### config.mk
export PLATFORM = sky130hd
export DESIGN_NAME = wb_fb_reader
export DESIGN_NICKNAME = d
export VERILOG_FILES = /design/src/rtl/wb_fb_reader.sv
export SDC_FILE = /design/constraint.sdc
export NUM_CORES = 1
export LEC_CHECK = 0
export BUFFER_PORTS_ARGS = -buffer_cell sky130_fd_sc_hd__clkbuf_2
export CORE_MARGIN = 3
export CORE_UTILIZATION = 40
export CTS_CLUSTER_DIAMETER = 40
export DETAILED_ROUTE_END_ITERATION = 7
export GPL_ROUTABILITY_DRIVEN = 0
export PLACE_DENSITY_LB_ADDON = 0.25
export SYNTH_ARGS = -nofsm -noshare
export SYNTH_HDL_FRONTEND = slang
export SYNTH_SLANG_ARGS = --single-unit
### constraint.sdc
create_clock -name wb_clk_i -period 11.48 [get_ports wb_clk_i]
set_input_delay 1.722 -clock wb_clk_i [delete_from_list [all_inputs] [get_ports wb_clk_i]]
set_output_delay 1.722 -clock wb_clk_i [all_outputs]
set_load 0.02 [all_outputs]
### src/rtl/wb_fb_reader.sv
// Wishbone framebuffer reader: fetches LINE_WORDS*LINES words per start pulse into a FWFT FIFO feeding a pixel stream.
// Optional sticky underflow flag on underflow_o when WB_FB_UNDERFLOW_DET_EN is defined.
module wb_fb_reader #(
    parameter int LINE_WORDS = 160,
    parameter int LINES      = 240,
    parameter int FIFO_DEPTH = 16
) (
    input  logic        wb_clk_i,
    input  logic        wb_rst_n_i,
    input  logic        start_i,
    input  logic [31:0] base_i,
    output logic [31:0] wbm_adr_o,
    output logic [31:0] wbm_dat_o,
    input  logic [31:0] wbm_dat_i,
    output logic        wbm_we_o,
    output logic [3:0]  wbm_sel_o,
    output logic        wbm_stb_o,
    output logic        wbm_cyc_o,
    input  logic        wbm_ack_i,
    output logic [31:0] px_data_o,
    output logic        px_valid_o,
    input  logic        px_ready_i,
    output logic        busy_o,
    output logic        frame_done_o
`ifdef WB_FB_UNDERFLOW_DET_EN
    ,
    output logic        underflow_o
`endif
);

    localparam int TOTAL_WORDS = LINE_WORDS * LINES;
    localparam int CNT_W       = $clog2(TOTAL_WORDS + 1);
    localparam int OCC_W       = $clog2(FIFO_DEPTH + 1);
    localparam int PTR_W       = $clog2(FIFO_DEPTH);

    localparam logic [CNT_W-1:0] LAST_CNT = CNT_W'(TOTAL_WORDS);
    localparam logic [OCC_W-1:0] FULL_OCC = OCC_W'(FIFO_DEPTH);
    localparam logic [OCC_W-1:0] ZERO_OCC = {OCC_W{1'b0}};

    localparam logic [1:0] ST_IDLE = 2'd0;
    localparam logic [1:0] ST_REQ  = 2'd1;
    localparam logic [1:0] ST_GAP  = 2'd2;
    localparam logic [1:0] ST_HOLD = 2'd3;

    logic [1:0]       state_r;
    logic [1:0]       state_s;
    logic [31:0]      adr_r;
    logic [31:0]      adr_s;
    logic             stb_r;
    logic             stb_s;
    logic             busy_r;
    logic             busy_s;
    logic             done_r;
    logic             done_s;
    logic [CNT_W-1:0] word_cnt_r;
    logic [CNT_W-1:0] word_cnt_s;
    logic             push_s;
    logic             pop_s;
    logic             start_acc_s;

    logic [31:0]      fifo_mem_r [FIFO_DEPTH];
    logic [PTR_W-1:0] wr_ptr_r;
    logic [PTR_W-1:0] rd_ptr_r;
    logic [OCC_W-1:0] occ_r;

    logic             unused_s;
    assign unused_s = ^base_i[1:0];

    // Next-state logic for the fetch sequencer; requests are only issued when a FIFO slot is free.
    always_comb begin
        state_s     = state_r;
        adr_s       = adr_r;
        stb_s       = stb_r;
        busy_s      = busy_r;
        done_s      = 1'b0;
        word_cnt_s  = word_cnt_r;
        push_s      = 1'b0;
        start_acc_s = 1'b0;
        case (state_r)
            ST_IDLE: begin
                if (start_i) begin
                    start_acc_s = 1'b1;
                    adr_s       = {base_i[31:2], 2'b00};
                    word_cnt_s  = {CNT_W{1'b0}};
                    busy_s      = 1'b1;
                    state_s     = ST_HOLD;
                end else begin
                    busy_s = 1'b0;
                    stb_s  = 1'b0;
                end
            end
            ST_HOLD: begin
                if (occ_r < FULL_OCC) begin
                    stb_s   = 1'b1;
                    state_s = ST_REQ;
                end else begin
                    stb_s = 1'b0;
                end
            end
            ST_REQ: begin
                if (wbm_ack_i) begin
                    push_s     = 1'b1;
                    adr_s      = adr_r + 32'd4;
                    word_cnt_s = word_cnt_r + CNT_W'(1);
                    stb_s      = 1'b0;
                    state_s    = ST_GAP;
                    // frame_done_o is registered, so raising it here makes it high during GAP
                    if (word_cnt_s == LAST_CNT) begin
                        done_s = 1'b1;
                    end else begin
                        done_s = 1'b0;
                    end
                end else begin
                    stb_s = 1'b1;
                end
            end
            ST_GAP: begin
                if (word_cnt_r == LAST_CNT) begin
                    busy_s  = 1'b0;
                    state_s = ST_IDLE;
                end else begin
                    state_s = ST_HOLD;
                end
            end
            default: begin
                stb_s   = 1'b0;
                busy_s  = 1'b0;
                state_s = ST_IDLE;
            end
        endcase
    end

    // FIFO pop request: only an accepted head word advances the read side.
    always_comb begin
        if (px_ready_i && (occ_r != ZERO_OCC)) begin
            pop_s = 1'b1;
        end else begin
            pop_s = 1'b0;
        end
    end

    // Sequencer registers; reset drops the strobe at the same edge so a late ack lands in IDLE.
    always_ff @(posedge wb_clk_i) begin
        if (!wb_rst_n_i) begin
            state_r    <= ST_IDLE;
            adr_r      <= 32'h0000_0000;
            stb_r      <= 1'b0;
            busy_r     <= 1'b0;
            done_r     <= 1'b0;
            word_cnt_r <= {CNT_W{1'b0}};
        end else begin
            state_r    <= state_s;
            adr_r      <= adr_s;
            stb_r      <= stb_s;
            busy_r     <= busy_s;
            done_r     <= done_s;
            word_cnt_r <= word_cnt_s;
        end
    end

    // FIFO storage; contents need no reset since occupancy gates visibility.
    always_ff @(posedge wb_clk_i) begin
        if (wb_rst_n_i && push_s) begin
            fifo_mem_r[wr_ptr_r] <= wbm_dat_i;
        end
    end

    // FIFO pointers and occupancy; simultaneous push and pop leave occupancy unchanged.
    always_ff @(posedge wb_clk_i) begin
        if (!wb_rst_n_i) begin
            wr_ptr_r <= {PTR_W{1'b0}};
            rd_ptr_r <= {PTR_W{1'b0}};
            occ_r    <= ZERO_OCC;
        end else begin
            if (push_s) begin
                wr_ptr_r <= wr_ptr_r + PTR_W'(1);
            end
            if (pop_s) begin
                rd_ptr_r <= rd_ptr_r + PTR_W'(1);
            end
            case ({push_s, pop_s})
                2'b10:   occ_r <= occ_r + OCC_W'(1);
                2'b01:   occ_r <= occ_r - OCC_W'(1);
                default: occ_r <= occ_r;
            endcase
        end
    end

`ifdef WB_FB_UNDERFLOW_DET_EN
    logic underflow_r;

    // Sticky underflow: consumer wants data mid-fetch but the FIFO is empty.
    always_ff @(posedge wb_clk_i) begin
        if (!wb_rst_n_i) begin
            underflow_r <= 1'b0;
        end else if (start_acc_s) begin
            underflow_r <= 1'b0;
        end else if (px_ready_i && (occ_r == ZERO_OCC) && busy_r) begin
            underflow_r <= 1'b1;
        end else begin
            underflow_r <= underflow_r;
        end
    end

    assign underflow_o = underflow_r;
`endif

    assign wbm_adr_o    = adr_r;
    assign wbm_dat_o    = 32'h0000_0000;
    assign wbm_we_o     = 1'b0;
    assign wbm_sel_o    = 4'hF;
    assign wbm_stb_o    = stb_r;
    assign wbm_cyc_o    = stb_r;
    assign busy_o       = busy_r;
    assign frame_done_o = done_r;
    assign px_valid_o   = (occ_r != ZERO_OCC);
    assign px_data_o    = (occ_r != ZERO_OCC) ? fifo_mem_r[rd_ptr_r] : 32'h0000_0000;

endmodule

# ---- Yosys cells after proc, flatten, opt, wreduce, memory -nomap -nowiden
# Memory sizes are Yosys's and may differ from the RTL's. A register that Yosys moved wholly into a read port is not among the register bits.
# Cells that the tools add are included.
dict set report op_classes {
  n_addsub 6
  order_cmp 1
  eq_ne 12
  muxes 28
  reduce_logical 13
}
# op count
set op_table {}
lappend op_table {{$mux 32} 3}
lappend op_table {{$pmux 32 s2} 1}
lappend op_table {{$add 32x3->32 const B} 1}
lappend op_table {{$eq 16x16->1 const B} 2}
lappend op_table {{$mux 16} 2}
lappend op_table {{$pmux 16 s2} 1}
lappend op_table {{$add 16x1->16 const B} 1}
lappend op_table {{$mux 1} 11}
lappend op_table {{$ne 2x2->1 const B} 5}
lappend op_table {{$pmux 5 s2} 1}
lappend op_table {{$reduce_and 3->1} 3}
lappend op_table {{$add 4x1->4 const B} 2}
lappend op_table {{$mux 2} 4}
lappend op_table {{$mux 4} 2}
lappend op_table {{$pmux 2 s4} 1}
lappend op_table {{$eq 2x2->1 const B} 3}
lappend op_table {{$reduce_bool 2->1} 3}
lappend op_table {{$add 5x1->5 const B} 1}
lappend op_table {{$lt 5x5->1 const B} 1}
lappend op_table {{$reduce_bool 5->1} 1}
lappend op_table {{$sub 5x1->5 const B} 1}
lappend op_table {{$eq 2x1->1 const B} 2}
lappend op_table {{$reduce_and 2->1} 2}
lappend op_table {{$pmux 1 s3} 1}
lappend op_table {{other kinds (4)} 5}
dict set report word_totals {
  ff_bits 66
  ram_bits 512
  in_bits 69
  n_memories 1
}
# name words width rd rd_ports_with_merged_regs write_ports line
set memory_table {}
lappend memory_table {fifo_mem_r 16 32 1 1 1 61} ;# logic [31:0] fifo_mem_r [FIFO_DEPTH];

# ---- Longest topological paths before layout
dict set report depth {
  word_depth 5
  depth_mapped 14
}

# ---- Least setup slack after synthesis
# No wires, ideal clock.
dict set report synth_timing {
  kind {input to register}
  startpoint {in wbm_ack_i}
  endpoint {mem fifo_mem_r[0][0] (enable)}
  setup_ns 0.502
  t_arrival_ns 5.251
  required_time_ns 10.978
  slack_ns 5.727
  path_stages 4
  cell_sequence {inv_1 nor2_4 nand2_1 nor4_1}
}
dict set report synth_between {
  elab_chain_len 5
}
# element line
set synth_lines {}
lappend synth_lines {{start, declared} 19} ;# input logic wbm_ack_i,
lappend synth_lines {{$mux 1} 101} ;# if (wbm_ack_i) begin
lappend synth_lines {{$mux 1} 79} ;# case (state_r)
lappend synth_lines {{$logic_and 1x1->1} 163} ;# if (wb_rst_n_i && push_s) begin
lappend synth_lines {{$mux 1} 163}
lappend synth_lines {{$mux 1 (not written as such)} 164} ;# fifo_mem_r[wr_ptr_r] <= wbm_dat_i;
lappend synth_lines {{end, declared} 61}
# No other way between the ends.

==> impl_metrics.toml <==
[clock_network]
cts.sinks = 580
clockBufferDepth = 3
cts_root_buf = "clkbuf_16"
cts_made_buffers = 84
path_clk_slew_ns = 0.05
cts_setup_buffers = 0
clkLatencyLatePin_ns = 0.63
cts_tree = "done"
post_cts_resized = 0
hold_buffers = 0
htree_levels = 3

[drt]
postRouteAntennaNets = 0
wl_per_cell_um = 22.4
drt_iter0_markers = 1030
vias = 12937
viasPerCell = 5.47
firstDrtPassIters = 4
drc = 0
wl_um = 52900

[setup_path]
cp.required_ns = 9.76
r2r_start = "state_r[0]"
critPathMaxStageDelay_ns = 1.01
ff2ff_setup_slack_ns = 8.01
cp-start-kind = "flop"
cp_slowest_cell = "dfxtp_4"
crit_chain = "buf_4 > mux4_2 > mux2i_1 > o22ai_1 > clkbuf_2"
crit_fanout = 67
ff2ff_path_depth = 6
arrival_ns = 3.58
worst_r2r_endpoint = "fifo_mem_r[6][29]"
crit_type = "flop to primary output"
end_kind = "primary output"

[grt]
overflow = 0
antenna_found_initial = 3
grtUsageTotal = 0.170
grt_pass1_wl_um = 80400
grt_pass1_vias = 13461
grt_max_degree = 89

[sta]
setup_viol = 0
worst_pin_slew_ns = 1.16
layout_setup_ws_ns = 6.18
rsz0062_at_grt = "false"
max_freq_mhz = 189
min_period_over_period = 0.462
min_period_ns = 5.30
relSlewSlack = 0.226
fin_setup_tns_ns = 0
finalHoldViolations = 0
skew_ns = 0.0280
drv_slew = 0

[synthesis]
synth_most_common_cell = "edfxtp_1"
synth_seq_cells = 580
synth_top_area_cell = "edfxtp_1"
netlist_area_um2 = 23700
synth_commonest_cells = "512 x edfxtp_1, 128 x mux4_2, 73 x mux2i_1"
synth_flop_cell = "edfxtp_1"
synth_seq_area_share = 0.705
synth_top_cell_area_share = 0.647
postSynthCellCount = 1372
synth_edf_count = 512
synth_area_leaders = "edfxtp_1 65%, mux4_2 12%, dfxtp_1 5.7%"
syn_area_per_cell_um2 = 17.3
yosysWarnings = 0
async_flop_share = 0
synthDistinctLibCells = 70

[place]
port_buffers = 133
place_worst_setup_slack_ns = 6.64
place_inst = 2207
dp_hpwl_um = 26900

[floorplan]
core_um2 = 58200
dieArea_um2 = 62300
chipWidth_um = 250
dieHeight_um = 250
rows = 88
io_pins = 175
start_util = 0.408

[min_path]
holdCritPathClass = "flop to flop"
holdPathStages = 1
holdCritStartpoint = "word_cnt_r[15]"
hold_end = "word_cnt_r[15]"

[power_and_ir_drop]
p_leak_uw = 0.00905
ir_drop_mv = 0.134
p_total_uw = 5850
cellPowerDensity_nw_per_um2 = 209

[cells_and_area]
nets = 1608
fillerInstances = 4858
ff_latch_area_um2 = 16700
layout-drive-gt1-share = 0.293
multi_input_area_um2 = 6530
syn_to_final_growth_pct = 18.1
final_util = 0.481
instances_no_fill = 2364

[run_status]
status = "completed"

[flow_run]
max-cap-violations = 0
==> registers in the layout, indices dropped and copies added, names as in the netlist, named ones only <==
| signal | flops |
|---|---|
| wbm_cyc_o | 1 |
| state_r | 2 |
| busy_o | 1 |
| wbm_adr_o | 30 |
| occ_r | 5 |
| rd_ptr_r | 4 |
| wr_ptr_r | 4 |
| fifo_mem_r | 512 |
| frame_done_o | 1 |
| word_cnt_r | 16 |
==> power breakdown <==
group / switching [µW] / leakage, µW / total, µW / internal [µW]
sequential: 80.1 / 0.00516 / 2400 / 2320
clock: 1010 / 0.00138 / 2580 / 1560
combinational: 489 / 0.00251 / 876 / 387
==> worst max path at each step <==
stage | endpoint | slack [ns] | depth (start not counted)
floorplan | fifo_mem_r[0][0] | 5.73 | 4
global placement | px_data_o[3] | 6.65 | 5
detailed placement | px_data_o[3] | 6.64 | 5
CTS | px_data_o[3] | 5.98 | 5
global route | px_data_o[8] | 5.93 | 5
finish | px_data_o[8] | 6.18 | 5
==> final cells by class <==
type	instances	share of cell area
sequential	580	0.597
multi-input combinational	692	0.233
clock buffer	90	0.0765
tap	765	0.0341
timing repair buffer	156	0.0303
clock inverter	66	0.0266
inverter	14	0.00187
antenna	1	0.0000893
==> metal layers <==
layer	vias to the layer above	share of wire	GRT usage
met3	98	0.055	0.0388
met1	6659	0.44	0.228
met2	361	0.48	0.275
met4	4	0.024	0.0572
li1	5815	-	-
met5	-	0.00057	0
==> cell families after synthesis <==
group | synth area share
adder cells (fa/ha/maj) | 0.00580
flip-flops | 0.705
buffers and inverters | 0.0290
AND/OR/NAND/NOR | 0.0562
XOR/XNOR | 0.00516
other | 0.000316
multiplexers | 0.154
AO/OA/AOI/OAI | 0.0452
==> stage by stage <==
step / area, µm² / hold slack [ns]
final: 28000 / 0.476
after global routing: 28000 / 0.509
after CTS: 28000 / 0.472
after detailed placement: 25100 / 0.458
after global placement: 25100 / 0.453
after floorplan: 23900 / 0.432
==> critical path: cells and delay by family (launching register included) <==
family	cells	cell delay (ns)
AO/OA/AOI/OAI	1	0.38
buffers and inverters	2	1.10
flip-flops	1	1.01
multiplexers	2	0.44
==> placed cells by master, fill, tap and decap left out, types with 7 or more instances in the layout <==
cell,instances
edfxtp_1,512
a21oi_1,39
nor3_1,18
a31oi_1,14
o22ai_1,37
a21o_1,7
conb_1,39
nor2_1,57
nand2_1,43
o21ai_0,31
nand4_1,22
buf_4,22
clkinv_4,11
mux4_2,128
nor4_1,8
nand3_1,33
inv_1,12
clkinv_1,9
mux2i_1,73
dfxtp_1,65
ha_1,11
clkbuf_2,133
clkinvlp_4,10
and3_1,14
clkbuf_16,85
bufinv_16,7
inv_6,19
xor2_1,9
and2_2,8
No activity file was read; power rests on OpenSTA's default activity.
